**config.mk**
```make
export PLATFORM = sky130hd
export DESIGN_NAME = decoder_scan_sequencer
export DESIGN_NICKNAME = d
export VERILOG_FILES = /design/src/rtl/decoder_pkg.sv /design/src/rtl/scan_dwell_timer.sv /design/src/rtl/decoder_scan_sequencer.sv
export SDC_FILE = /design/constraint.sdc
export NUM_CORES = 1
export LEC_CHECK = 0
export CAP_MARGIN = 20
export CORE_AREA = 2 2 39 41
export CTS_CLUSTER_DIAMETER = 30
export DETAILED_ROUTE_END_ITERATION = 10
export DIE_AREA = 0 0 41 43
export GPL_TIMING_DRIVEN = 0
export PLACE_DENSITY = 0.54
export SLEW_MARGIN = 20
export SYNTH_ARGS = -nofsm -noshare
export SYNTH_HDL_FRONTEND = slang
export SYNTH_SLANG_ARGS = --single-unit
```
**constraint.sdc**
```tcl
create_clock -name clk -period 1.2 [get_ports clk]
set_input_delay 0.24 -clock clk [delete_from_list [all_inputs] [get_ports clk]]
set_output_delay 0.24 -clock clk [all_outputs]
set_load 0.1 [all_outputs]
```
**src/rtl/decoder_pkg.sv**
```systemverilog
// Shared types and helpers for the decoder scan sequencer.
package decoder_pkg;

  typedef enum logic [1:0] {S_IDLE, S_DWELL, S_BLANK} scan_state_t;

  // Highest select code for an n-bit decoder select bus.
  function automatic int unsigned sel_max(input int unsigned n);
    return (32'd1 << n) - 32'd1;
  endfunction

endpackage

```
**src/rtl/scan_dwell_timer.sv**
```systemverilog
// Loadable up-counter: counts 0..last and flags the terminal value.
module scan_dwell_timer #(
  parameter int CNT_W = 1
) (
  input  logic             clk,
  input  logic             rst,
  input  logic             clear,
  input  logic             en,
  input  logic [CNT_W-1:0] last,
  output logic             tc
);

  logic [CNT_W-1:0] count;

  always_ff @(posedge clk) begin
    if (rst || clear) begin
      count <= '0;
    end else if (en) begin
      count <= count + CNT_W'(1);
    end
  end

  assign tc = (count == last);

endmodule

```
**src/rtl/decoder_scan_sequencer.sv**
```systemverilog
// Sweeps a decoder select code 0..top, holding each code for DWELL_CYCLES clocks.
// Optional inter-code blanking gap is enabled with the SCAN_BLANKING_EN macro.
module decoder_scan_sequencer
  import decoder_pkg::*;
#(
  parameter int NUM_OF_BITS  = 2,
  parameter int DWELL_CYCLES = 4,
  parameter int BLANK_CYCLES = 1
) (
  input  logic                   clk,
  input  logic                   rst,
  input  logic                   start,
  input  logic                   stop,
  input  logic                   continuous,
  output logic [NUM_OF_BITS-1:0] a,
  output logic                   ena,
  output logic                   busy,
  output logic                   sweep_done
);

  localparam int CNT_MAX = (DWELL_CYCLES > BLANK_CYCLES) ? DWELL_CYCLES : BLANK_CYCLES;
  localparam int CNT_W   = (CNT_MAX > 1) ? $clog2(CNT_MAX) : 1;
  localparam logic [CNT_W-1:0]       DWELL_LAST = CNT_W'(DWELL_CYCLES - 1);
  localparam logic [NUM_OF_BITS-1:0] TOP_CODE   = NUM_OF_BITS'(sel_max(NUM_OF_BITS));

  scan_state_t            state, state_n;
  logic [NUM_OF_BITS-1:0] a_n;
  logic                   ena_n, busy_n, done_n;
  logic                   tmr_clear, tmr_en, tmr_tc;
  logic [CNT_W-1:0]       tmr_last;

`ifdef SCAN_BLANKING_EN
  localparam logic [CNT_W-1:0] BLANK_LAST = CNT_W'(BLANK_CYCLES - 1);
  assign tmr_last = (state == S_BLANK) ? BLANK_LAST : DWELL_LAST;
`else
  assign tmr_last = DWELL_LAST;
`endif

  scan_dwell_timer #(.CNT_W(CNT_W)) u_timer (
    .clk   (clk),
    .rst   (rst),
    .clear (tmr_clear),
    .en    (tmr_en),
    .last  (tmr_last),
    .tc    (tmr_tc)
  );

  always_ff @(posedge clk) begin
    if (rst) begin
      state      <= S_IDLE;
      a          <= '0;
      ena        <= 1'b0;
      busy       <= 1'b0;
      sweep_done <= 1'b0;
    end else begin
      state      <= state_n;
      a          <= a_n;
      ena        <= ena_n;
      busy       <= busy_n;
      sweep_done <= done_n;
    end
  end

  // Outputs are computed one cycle ahead so a and ena update on the same edge.
  always_comb begin
    state_n   = state;
    a_n       = a;
    ena_n     = ena;
    busy_n    = busy;
    done_n    = 1'b0;
    tmr_clear = 1'b0;
    tmr_en    = 1'b0;

    case (state)
      S_IDLE: begin
        a_n       = '0;
        ena_n     = 1'b0;
        busy_n    = 1'b0;
        tmr_clear = 1'b1;
        if (start && !stop) begin
          state_n = S_DWELL;
          ena_n   = 1'b1;
          busy_n  = 1'b1;
        end
      end

      S_DWELL: begin
        if (stop) begin
          state_n   = S_IDLE;
          a_n       = '0;
          ena_n     = 1'b0;
          busy_n    = 1'b0;
          tmr_clear = 1'b1;
        end else if (tmr_tc) begin
          tmr_clear = 1'b1;
          if (a != TOP_CODE) begin
`ifdef SCAN_BLANKING_EN
            state_n = S_BLANK;
            ena_n   = 1'b0;
`else
            a_n     = a + NUM_OF_BITS'(1);
`endif
          end else begin
            done_n = 1'b1;
            if (continuous) begin
`ifdef SCAN_BLANKING_EN
              state_n = S_BLANK;
              ena_n   = 1'b0;
`else
              a_n     = '0;
`endif
            end else begin
              state_n = S_IDLE;
              a_n     = '0;
              ena_n   = 1'b0;
              busy_n  = 1'b0;
            end
          end
        end else begin
          tmr_en = 1'b1;
        end
      end

`ifdef SCAN_BLANKING_EN
      S_BLANK: begin
        if (stop) begin
          state_n   = S_IDLE;
          a_n       = '0;
          ena_n     = 1'b0;
          busy_n    = 1'b0;
          tmr_clear = 1'b1;
        end else if (tmr_tc) begin
          // Advancing modulo 2**NUM_OF_BITS covers the continuous wrap from top to 0.
          tmr_clear = 1'b1;
          state_n   = S_DWELL;
          a_n       = a + NUM_OF_BITS'(1);
          ena_n     = 1'b1;
        end else begin
          tmr_en = 1'b1;
        end
      end
`endif

      default: begin
        state_n   = S_IDLE;
        a_n       = '0;
        ena_n     = 1'b0;
        busy_n    = 1'b0;
        tmr_clear = 1'b1;
      end
    endcase
  end

endmodule

```
==> flow_metrics.tcl <==
set metrics [dict create \
    synth_seq_area_share_pct 47.1 \
    synth_common_cells "dfxtp_1 (7), nor2_1 (3), ha_1 (2)" \
    fp.dieW_um 41 \
    die-area_um2 1760 \
    status "finished clean" \
    clk_latency_ns 0.25 \
    tightest_slew_ns 0.250 \
    whs_ns 0.447 \
    slew_violations 0 \
    gp_congestion 0.608 \
    ctsHtreeMaxLevel 1 \
    avgSynthCellArea_um2 11.0 \
    drv_cap 0 \
    path_class "input port to flip-flop" \
    drcViolationCount 0 \
    grt_pass1_vias 245 \
    start_util_pct 21.5 \
    min-delay-start "u_timer.count[0]" \
    p_per_area_nw_per_um2 1030 \
    setup_violations 0 \
    yosys.area.top_type "dfxtp_1" \
    grt_pass1_wl_um 993 \
    synth_top_cell_area_share_pct 47.1 \
    reg2reg_slack_ns 0.05 \
    timing.rr.end "a[0]" \
    hold_class "flip-flop to flip-flop" \
    rows 14 \
    min_period_over_period_pct 96.3 \
    cts_buffer_depth 2 \
    n_antenna_cell 0 \
    core_um2 1380 \
    clock.fmax_mhz 865 \
    postSynthNetCount 34 \
    wl_per_cell_um 11.8 \
    crit_start "stop" \
    io_pins 10 \
    min_delay_path_depth 1 \
    clock-sinks 7 \
    io_buffers 9 \
    placed_cell_area_um2 419 \
    period_needed_ns 1.16 \
    area_growth_syn_to_layout_pct 64.3 \
    final_hold_viol_count 0 \
    nNetsFinal 51 \
    ys.flop_type "dfxtp_1" \
    grt_use_total_pct 8.96 \
    yosysUniqueCellTypes 18 \
    layout-drive-gt1-share_pct 58.1 \
    crit-reg2reg-launch "u_timer.count[0]" \
    postRouteAntennaNets 0 \
    slew-limit-headroom_pct 83.1 \
    antenna_found_initial 0 \
    synth_cells 27 \
    start_kind "input port" \
    vias 275 \
    postLayoutCellArea_um2 489 \
    synth_edf_count 0 \
    die_h_um 43 \
    skew_ns 0.00249 \
    cts_hold_buf 0 \
    cts_tree "yes" \
    critPathCaptureType "flip-flop" \
    grt_max_degree 9 \
    utilization_pct 35.4 \
    syn_area_um2 298 \
    cts-root-buf "clkbuf_4" \
    first_pass_iters 1 \
    vias_per_cell 4.66 \
    drt_wl_total_um 694 \
    synthArstFlopShare_pct 0 \
    path_clk_slew_ns 0.05 \
    peakVddDrop_uv 402 \
    cp.required_ns 1.38 \
    grt_overflow 0 \
    hold-path-endpoint "u_timer.count[0]" \
    synthTopCellsByArea "dfxtp_1 (47%), ha_1 (8.4%), nor3b_2 (4.2%), a41o_2 (3.8%), nor2_1 (3.8%)" \
    synth_most_common_cell "dfxtp_1" \
    critPathMaxFanout 5 \
    tns_ns 0 \
    rr_worst_depth 4 \
    first_iter_violations 0 \
    ys.warnings.count 0 \
    numCtsBuffers 3 \
    critPathArrivalTime_ns 1.33 \
    leakage_nw 0.199 \
    ys_ff_latch 7 \
]
stage by stage:
stage               cells  total power [W]  worst slack, ns
finish                 59         0.000504           0.0440
global route           59         0.000539         -0.00196
CTS                    56         0.000511         0.000355
detailed placement     52         0.000294           -0.581
global placement       52         0.000292           -0.577
floorplan              27         0.000270          -0.0206
registers in the layout (all words and copies together), names as in the netlist:
register and flops:
a 2, busy 1, state 1, sweep_done 1, u_timer.count 2
area by class of cell:
cell class	instances	area, µm²
flip-flops and latches	7	154
multi-input cells	18	166
plain buffers	2	18.8
fillers	145	895
well taps	16	20.0
repair buffers	12	104
clock buffers	4	26.3
cell usage in the layout, fill, tap and decap left out, drive strengths merged:
| cell type | count |
|---|---|
| nand2 | 1 |
| ha | 2 |
| nor3 | 1 |
| nor3b | 1 |
| clkbuf | 4 |
| nor2 | 3 |
| nand2b | 1 |
| a21oi | 1 |
| a41o | 1 |
| o211a | 1 |
| clkdlybuf4s50 | 4 |
| dfxtp | 7 |
| mux2i | 1 |
| nand3b | 1 |
| buf | 10 |
| or3b | 2 |
| nor4b | 1 |
| nand4b | 1 |
routing by layer:
layer  vias up  wire length (µm)  global-route usage [%]
met5         -                 0                       0
met4         0                 6                    8.00
met3         2                66                    4.71
met2        11               353                    13.1
met1       132               268                    8.44
li1        130                 -                       -
power by group:
| group | internal [W] | switching [W] | leakage, nW |
|---|---|---|---|
| sequential | 0.000231 | 0.00000363 | 0.0601 |
| clock | 0.000127 | 0.0000874 | 0.0150 |
| combinational | 0.0000242 | 0.0000310 | 0.124 |
worst max-delay path by stage:
stage | cells past startpoint | slack [ns] | end
5_1_grt | 4 | -0.002 | a[0]
6_report | 3 | 0.04 | u_timer.count[1]
4_1_cts | 4 | 0.0004 | a[0]
3_5_place_dp | 2 | -0.58 | ena
3_3_place_gp | 2 | -0.58 | ena
2_1_floorplan | 3 | -0.02 | a[0]
what timing repair did:
| action | 4_1_cts | 5_1_grt |
|---|---|---|
| endpoints found under the setup margin | 5 | 1 |
| cloned | 0 | 0 |
| resized for setup | 31 | 10 |
| buffers inserted | 0 | 3 |
| pin swaps | 0 | 1 |
kinds of logic after synthesis:
logic type,share of synthesized area (%)
flops,47.1
simple gates,28.2
mux,3.36
buf+inv,4.20
fa+ha+maj,8.40
compound gates,8.82
worst max-delay path, stage by stage:
cell	delay [ns]
clkdlybuf4s50_1	0.46
or3b_4	0.46
nor3b_2	0.18
Note: power is estimated with default switching activity, not from simulation.
